### src/rtl/uart_rx_fifo.sv
// UART receiver with configurable frame format, glitch/break detection and a show-ahead
// receive FIFO drained through a valid/ready handshake.
module uart_rx_fifo #(
  parameter int unsigned CLK_FREQ   = 25_000_000,
  parameter int unsigned BAUDRATE   = 115200,
  parameter int unsigned DATA_BITS  = 8,
  parameter int unsigned PARITY     = 0,
  parameter int unsigned STOP_BITS  = 1,
  parameter int unsigned FIFO_DEPTH = 16
) (
  input  logic                          clk_i,
  input  logic                          rst_ni,
  input  logic                          rx_i,
  output logic [DATA_BITS-1:0]          rx_data_o,
  output logic                          rx_perr_o,
  output logic                          rx_ferr_o,
  output logic                          rx_valid_o,
  input  logic                          rx_ready_i,
  output logic [$clog2(FIFO_DEPTH):0]   level_o,
  output logic                          overrun_o,
  output logic                          break_o,
  input  logic                          clr_i
);

  localparam int unsigned BitCycles = CLK_FREQ / BAUDRATE;
  localparam int unsigned Half      = BitCycles / 2;
  localparam int unsigned CntW      = $clog2(BitCycles + 1);
  localparam int unsigned IdxW      = $clog2(DATA_BITS);
  localparam int unsigned PtrW      = $clog2(FIFO_DEPTH);
  localparam int unsigned EntW      = DATA_BITS + 2;

  typedef enum logic [2:0] {StIdle, StStart, StData, StParity, StStop, StBreak} state_e;

  logic                 rx_meta, rx_s;
  state_e               state_q, state_d;
  logic [CntW-1:0]      cnt_q, cnt_d;
  logic [IdxW-1:0]      idx_q, idx_d;
  logic [DATA_BITS-1:0] data_q, data_d;
  logic                 perr_q, perr_d, ferr_q, ferr_d;
  logic                 ferr_now, sample_bit, push, brk;
  logic [EntW-1:0]      push_entry;

  // Synchroniser resets to idle level so reset release cannot look like a start bit.
  always_ff @(posedge clk_i or negedge rst_ni) begin
    if (!rst_ni) begin
      rx_meta <= 1'b1;
      rx_s    <= 1'b1;
    end else begin
      rx_meta <= rx_i;
      rx_s    <= rx_meta;
    end
  end

  assign sample_bit = (cnt_q == CntW'(BitCycles - 1));
  assign push_entry = {perr_q, ferr_now, data_q};

  always_comb begin
    state_d  = state_q;
    cnt_d    = cnt_q + 1'b1;
    idx_d    = idx_q;
    data_d   = data_q;
    perr_d   = perr_q;
    ferr_d   = ferr_q;
    ferr_now = ferr_q | ~rx_s;
    push     = 1'b0;
    brk      = 1'b0;
    unique case (state_q)
      StIdle: begin
        cnt_d = '0;
        if (!rx_s) state_d = StStart;
      end
      StStart: begin
        if (cnt_q == CntW'(Half - 1)) begin
          if (rx_s) begin
            state_d = StIdle;
          end else begin
            state_d = StData;
            idx_d   = '0;
            perr_d  = 1'b0;
            ferr_d  = 1'b0;
          end
        end
      end
      StData: begin
        if (sample_bit) begin
          cnt_d  = '0;
          data_d = {rx_s, data_q[DATA_BITS-1:1]};
          if (idx_q == IdxW'(DATA_BITS - 1)) begin
            state_d = (PARITY != 0) ? StParity : StStop;
            idx_d   = '0;
          end else begin
            idx_d = idx_q + 1'b1;
          end
        end
      end
      StParity: begin
        if (sample_bit) begin
          perr_d  = (PARITY == 2) ? (^data_q ^ rx_s) : ~(^data_q ^ rx_s);
          state_d = StStop;
        end
      end
      StStop: begin
        if (sample_bit) begin
          cnt_d = '0;
          if (idx_q == IdxW'(STOP_BITS - 1)) begin
            if (data_q == '0 && ferr_now && !rx_s) begin
              brk     = 1'b1;
              state_d = StBreak;
            end else begin
              push    = 1'b1;
              state_d = StIdle;
            end
          end else begin
            idx_d  = idx_q + 1'b1;
            ferr_d = ferr_now;
          end
        end
      end
      StBreak: begin
        cnt_d = '0;
        if (rx_s) state_d = StIdle;
      end
      default: state_d = StIdle;
    endcase
    if (state_d != state_q) cnt_d = '0;
  end

  always_ff @(posedge clk_i or negedge rst_ni) begin
    if (!rst_ni) begin
      state_q <= StIdle;
      cnt_q   <= '0;
      idx_q   <= '0;
      data_q  <= '0;
      perr_q  <= 1'b0;
      ferr_q  <= 1'b0;
    end else begin
      state_q <= state_d;
      cnt_q   <= cnt_d;
      idx_q   <= idx_d;
      data_q  <= data_d;
      perr_q  <= perr_d;
      ferr_q  <= ferr_d;
    end
  end

  // Receive FIFO
  logic [EntW-1:0] mem [FIFO_DEPTH];
  logic [PtrW:0]   wptr_q, rptr_q;
  logic [EntW-1:0] last_q, head;
  logic            full, empty, pop, do_push, overrun_q, break_q;

  assign level_o = wptr_q - rptr_q;
  assign empty   = (level_o == '0);
  assign full    = (level_o == (PtrW + 1)'(FIFO_DEPTH));
  assign pop     = !empty && rx_ready_i;
  assign do_push = push && (!full || pop);
  // When empty, present the last entry handed out rather than stale storage.
  assign head    = empty ? last_q : mem[rptr_q[PtrW-1:0]];

  always_ff @(posedge clk_i) begin
    if (do_push) mem[wptr_q[PtrW-1:0]] <= push_entry;
  end

  always_ff @(posedge clk_i or negedge rst_ni) begin
    if (!rst_ni) begin
      wptr_q    <= '0;
      rptr_q    <= '0;
      last_q    <= '0;
      overrun_q <= 1'b0;
      break_q   <= 1'b0;
    end else begin
      if (do_push) wptr_q <= wptr_q + 1'b1;
      if (pop) begin
        rptr_q <= rptr_q + 1'b1;
        last_q <= head;
      end
      if (push && full && !pop) overrun_q <= 1'b1;
      else if (clr_i)           overrun_q <= 1'b0;
      break_q <= brk;
    end
  end

  assign rx_data_o  = head[DATA_BITS-1:0];
  assign rx_ferr_o  = head[DATA_BITS];
  assign rx_perr_o  = head[DATA_BITS+1];
  assign rx_valid_o = !empty;
  assign overrun_o  = overrun_q;
  assign break_o    = break_q;

endmodule

### config.mk
export PLATFORM = sky130hd
export DESIGN_NAME = uart_rx_fifo
export DESIGN_NICKNAME = d
export VERILOG_FILES = /design/src/rtl/uart_rx_fifo.sv
export SDC_FILE = /design/constraint.sdc
export NUM_CORES = 1
export LEC_CHECK = 0
export ABC_AREA = 1
export ABC_CLOCK_PERIOD_IN_PS = 5900
export CORE_MARGIN = 2
export CORE_UTILIZATION = 65
export CTS_BUF_LIST = sky130_fd_sc_hd__clkbuf_4
export DETAILED_ROUTE_END_ITERATION = 10
export PLACE_DENSITY_LB_ADDON = 0.12
export SYNTH_ARGS = -nofsm -noshare
export SYNTH_HDL_FRONTEND = slang
export SYNTH_SLANG_ARGS = --single-unit
### constraint.sdc
create_clock -name clk_i -period 5.9 [get_ports clk_i]
set_input_delay 1.475 -clock clk_i [delete_from_list [all_inputs] [get_ports clk_i]]
set_output_delay 1.475 -clock clk_i [all_outputs]
set_load 0.01 [all_outputs]
==> results of run 1 <==
-- worst max path at each step --
| stage | cells after the start | end |
|---|---|---|
| 2_1_floorplan | 10 | rx_data_o[4] |
| 5_1_grt | 10 | rx_data_o[1] |
| 4_1_cts | 10 | rx_data_o[1] |
| 6_report | 10 | rx_data_o[1] |
| 3_3_place_gp | 10 | rx_data_o[1] |
| 3_5_place_dp | 10 | rx_data_o[1] |
-- cell type report --
cell class	instances	area, sq um
Antenna cell	1	2.50
Multi-Input combinational cell	549	2790
Tap cell	180	225
Clock inverter	13	48.8
Sequential cell	208	6010
Clock buffer	79	593
Timing Repair Buffer	27	253
Fill cell	947	3680
Inverter	61	231
-- per-stage QoR --
step / instance area, sq um / util, %
2_1_floorplan: 9200 / -
3_3_place_gp: 9510 / 68.7
3_5_place_dp: 9510 / 68.7
4_1_cts: 10100 / 73.4
5_1_grt: 10100 / 73.4
6_report: 10100 / 73.4
-- kinds of logic (layout without fill, tap and decap cells) --
| kind of cell | count (synthesis) | count (layout) | share of synthesized area, % |
|---|---|---|---|
| AOI/OAI and AO/OA | 157 | 157 | 9.64 |
| buffers and inverters | 98 | 180 | 4.41 |
| xor gates and xnor gates | 18 | 18 | 1.88 |
| and+or+nand+nor | 355 | 355 | 16.1 |
| adders and majority gates | 19 | 19 | 2.67 |
| other | 0 | 1 | 0 |
| DFF | 208 | 208 | 65.3 |
-- power by group through the flow --
stage / clock (mW) / combinational [mW] / sequential [mW]
finish: 1.15 / 1.28 / 1.64
global placement: 0 / 1.22 / 1.67
floorplan: 0 / 0.830 / 1.66
global route: 1.23 / 1.40 / 1.65
detailed placement: 0 / 1.26 / 1.67
CTS: 1.17 / 1.27 / 1.64
-- placed cells by master, fill, tap and decap left out --
cell             instances
nor3_1                   3
dfrtp_2                  1
inv_1                   54
ha_1                    18
clkinv_1                14
nand4_1                  5
nor3_4                   2
inv_4                    1
xnor2_1                  5
buf_4                    5
nor2_1                 141
o21ai_2                  5
dfrtp_1                 45
or2_2                    1
xor2_2                   1
fa_1                     1
dfstp_2                  2
nand2_1                152
inv_2                    5
buf_2                    1
nor2_4                   2
o21ai_1                 11
clkdlybuf4s50_1         21
o211ai_1                21
nand3b_1                 1
xnor2_2                  1
clkbuf_4                79
diode_2                  1
nor2_2                   2
o2111ai_1                1
nor3_2                   1
nand2_2                  3
o21ai_0                 95
xor2_1                  11
nand3_1                 41
nor2_8                   1
a21oi_1                  3
o22ai_1                 21
edfxtp_1               160
-- worst reg2reg max path, cell delays in order, from the launching register on --
cell	delay, ps
dfrtp_1	670
inv_1	380
ha_1	440
a21oi_1	160
nand2_1	100
xnor2_2	160
nand4_1	350
nand3_1	370
nor2_1	860
-- registers in the layout (all words and copies together), names as in the netlist --
| name | count |
|---|---|
| idx_q | 3 |
| break_o | 1 |
| state_q | 3 |
| rx_meta | 1 |
| perr_q | 1 |
| mem | 160 |
| overrun_o | 1 |
| last_q | 10 |
| rptr_q | 5 |
| data_q | 8 |
| cnt_q | 8 |
| rx_s | 1 |
| ferr_q | 1 |
| wptr_q | 5 |
-- per-layer routing --
| metal | vias up | global-route usage [%] | wire length (um) |
|---|---|---|---|
| met4 | 0 | 15.0 | 903 |
| met2 | 323 | 44.3 | 9840 |
| met5 | - | 0 | 0 |
| met1 | 3093 | 37.9 | 8270 |
| li1 | 3063 | - | - |
| met3 | 61 | 7.38 | 1690 |
==> results.ini, run 1 <==
[outcome]
status = finished, final reports clean

[setup_path]
crit_chain = inv_1 > ha_1 > a21oi_1 > nand2_1 > xnor2_2 > nand2_1 > nor2_4 > inv_4 > o21ai_0 > clkdlybuf4s50_1
critical_path.slowest_cell = dfrtp_1
crit_start = rptr_q[2]$_DFFE_PN0P_
path_buf_inv = 3
slowest_delay_ps = 670
r2r_end = mem[13][1]$_DFFE_PP_
start_kind = flop
crit_fanout = 17
cp.arrival_ps = 3810
reg2reg_setup_slack_ps = 2010
crit_family = buffers and inverters
r2r-start = rptr_q[2]$_DFFE_PN0P_
path_class = reg -> out
crit_top_cell = nand2_1
worst_setup_path_end_kind = output pin
r2r_cells = 8
cp.required_ps = 4430

[power_and_ir_drop]
switchingPower_mw = 1.37
p_leak_nw = 4.28
power.internal_mw = 2.70
ir_drop_v = 0.000167
netSwitchingFraction_pct = 33.7
power_mw = 4.07
clock_power_share_pct = 28.3
powerDensity_nw_per_um2 = 401
seq_power_share_pct = 40.4
pwr-share-comb_pct = 31.4

[logic_synthesis]
synth_flop_cell = edfxtp_1
syn_nets = 879
postSynthAreaPerCell_sq_um = 10.8
yosysMostFrequentCell = edfxtp_1
synth_edf_count = 160
synth_warnings = 0
synth_area_leaders = edfxtp_1, dfrtp_1, nand2_1, nor2_1, o21ai_0
synth_top_area_cell = edfxtp_1
synth_top_area_share_pct = 52.2
ys_types = 37
synth_top_cells_by_count = edfxtp_1, nand2_1, nor2_1
seq_area_frac_synth_pct = 65.3
netlist_area_sq_um = 9200
syn_inst = 855
async_reset_ff_share_pct = 23.1
synth_seq_cells = 208

[placed_design]
pre_cts_ws_ps = 1370
portBuffers = 22
gp_congestion = 0.883
dp_hpwl_um = 13000
dp.cells = 1025

[routing]
via_count = 6540
ant_nets = 0
drt-initial-drc-count = 914
wl_per_cell_um = 18.5
remaining_drc_errors = 0
vias_per_cell = 5.85
wirelength_um = 20700
dr.pass1.iters = 6

[timing]
setup_ws_ps = 619
max_freq_ghz = 0.189
hold_viol = 0
finalSetupViolations = 0
period_share_pct = 89.5
drv_slew = 0
setup_tns_ps = 0
fin_skew_ps = 53.7
min_period_ps = 5280
worstMarginPinSlew_ps = 1130
fin_hold_ws_ps = 357
slew_headroom_pct = 24.5
rsz0062_at_grt = false

[floorplanning]
die_y_um = 123
die_w_um = 123
start_util_pct = 66.5
ios = 23
core_area_sq_um = 13800
rows = 43
dieArea_sq_um = 15100

[clock_tree]
clk_pin_slew_ps = 60
cts_tree = done
cts.sinks = 208
root_buffer = clkbuf_4
cts-buffers-inserted = 51
cts_setup_buffers = 0
hold_buffers = 0
cts_resized = 0
clock_path_buffers = 3
insertion_delay_ps = 650
htreeDepth = 2

[global_route]
grt_usage_pct = 28.7
overflow = 0
grt_pass1_vias = 6374
antenna_found_initial = 1
grt_pass1_wl_um = 32300
grt_start_max_net_pins = 73

[final_layout]
syn_to_final_growth_pct = 10.3
drive_gt1_share_pct = 12.1
finalNetCount = 922
final_cells = 1118

[min_path]
min_from = rx_meta$_DFF_PN1_
worstHoldPathType = reg -> reg
hold_depth = 0
hold-path-endpoint = rx_s$_DFF_PN1_

[job]
cap_violations = 0

Power figures use the tool's default switching activity.
==> run 2: changes to the inputs <==
- CAP_MARGIN: default -> 5
==> results of run 2 <==
The final DEF is identical to that of run 1; final timing and power are the same.
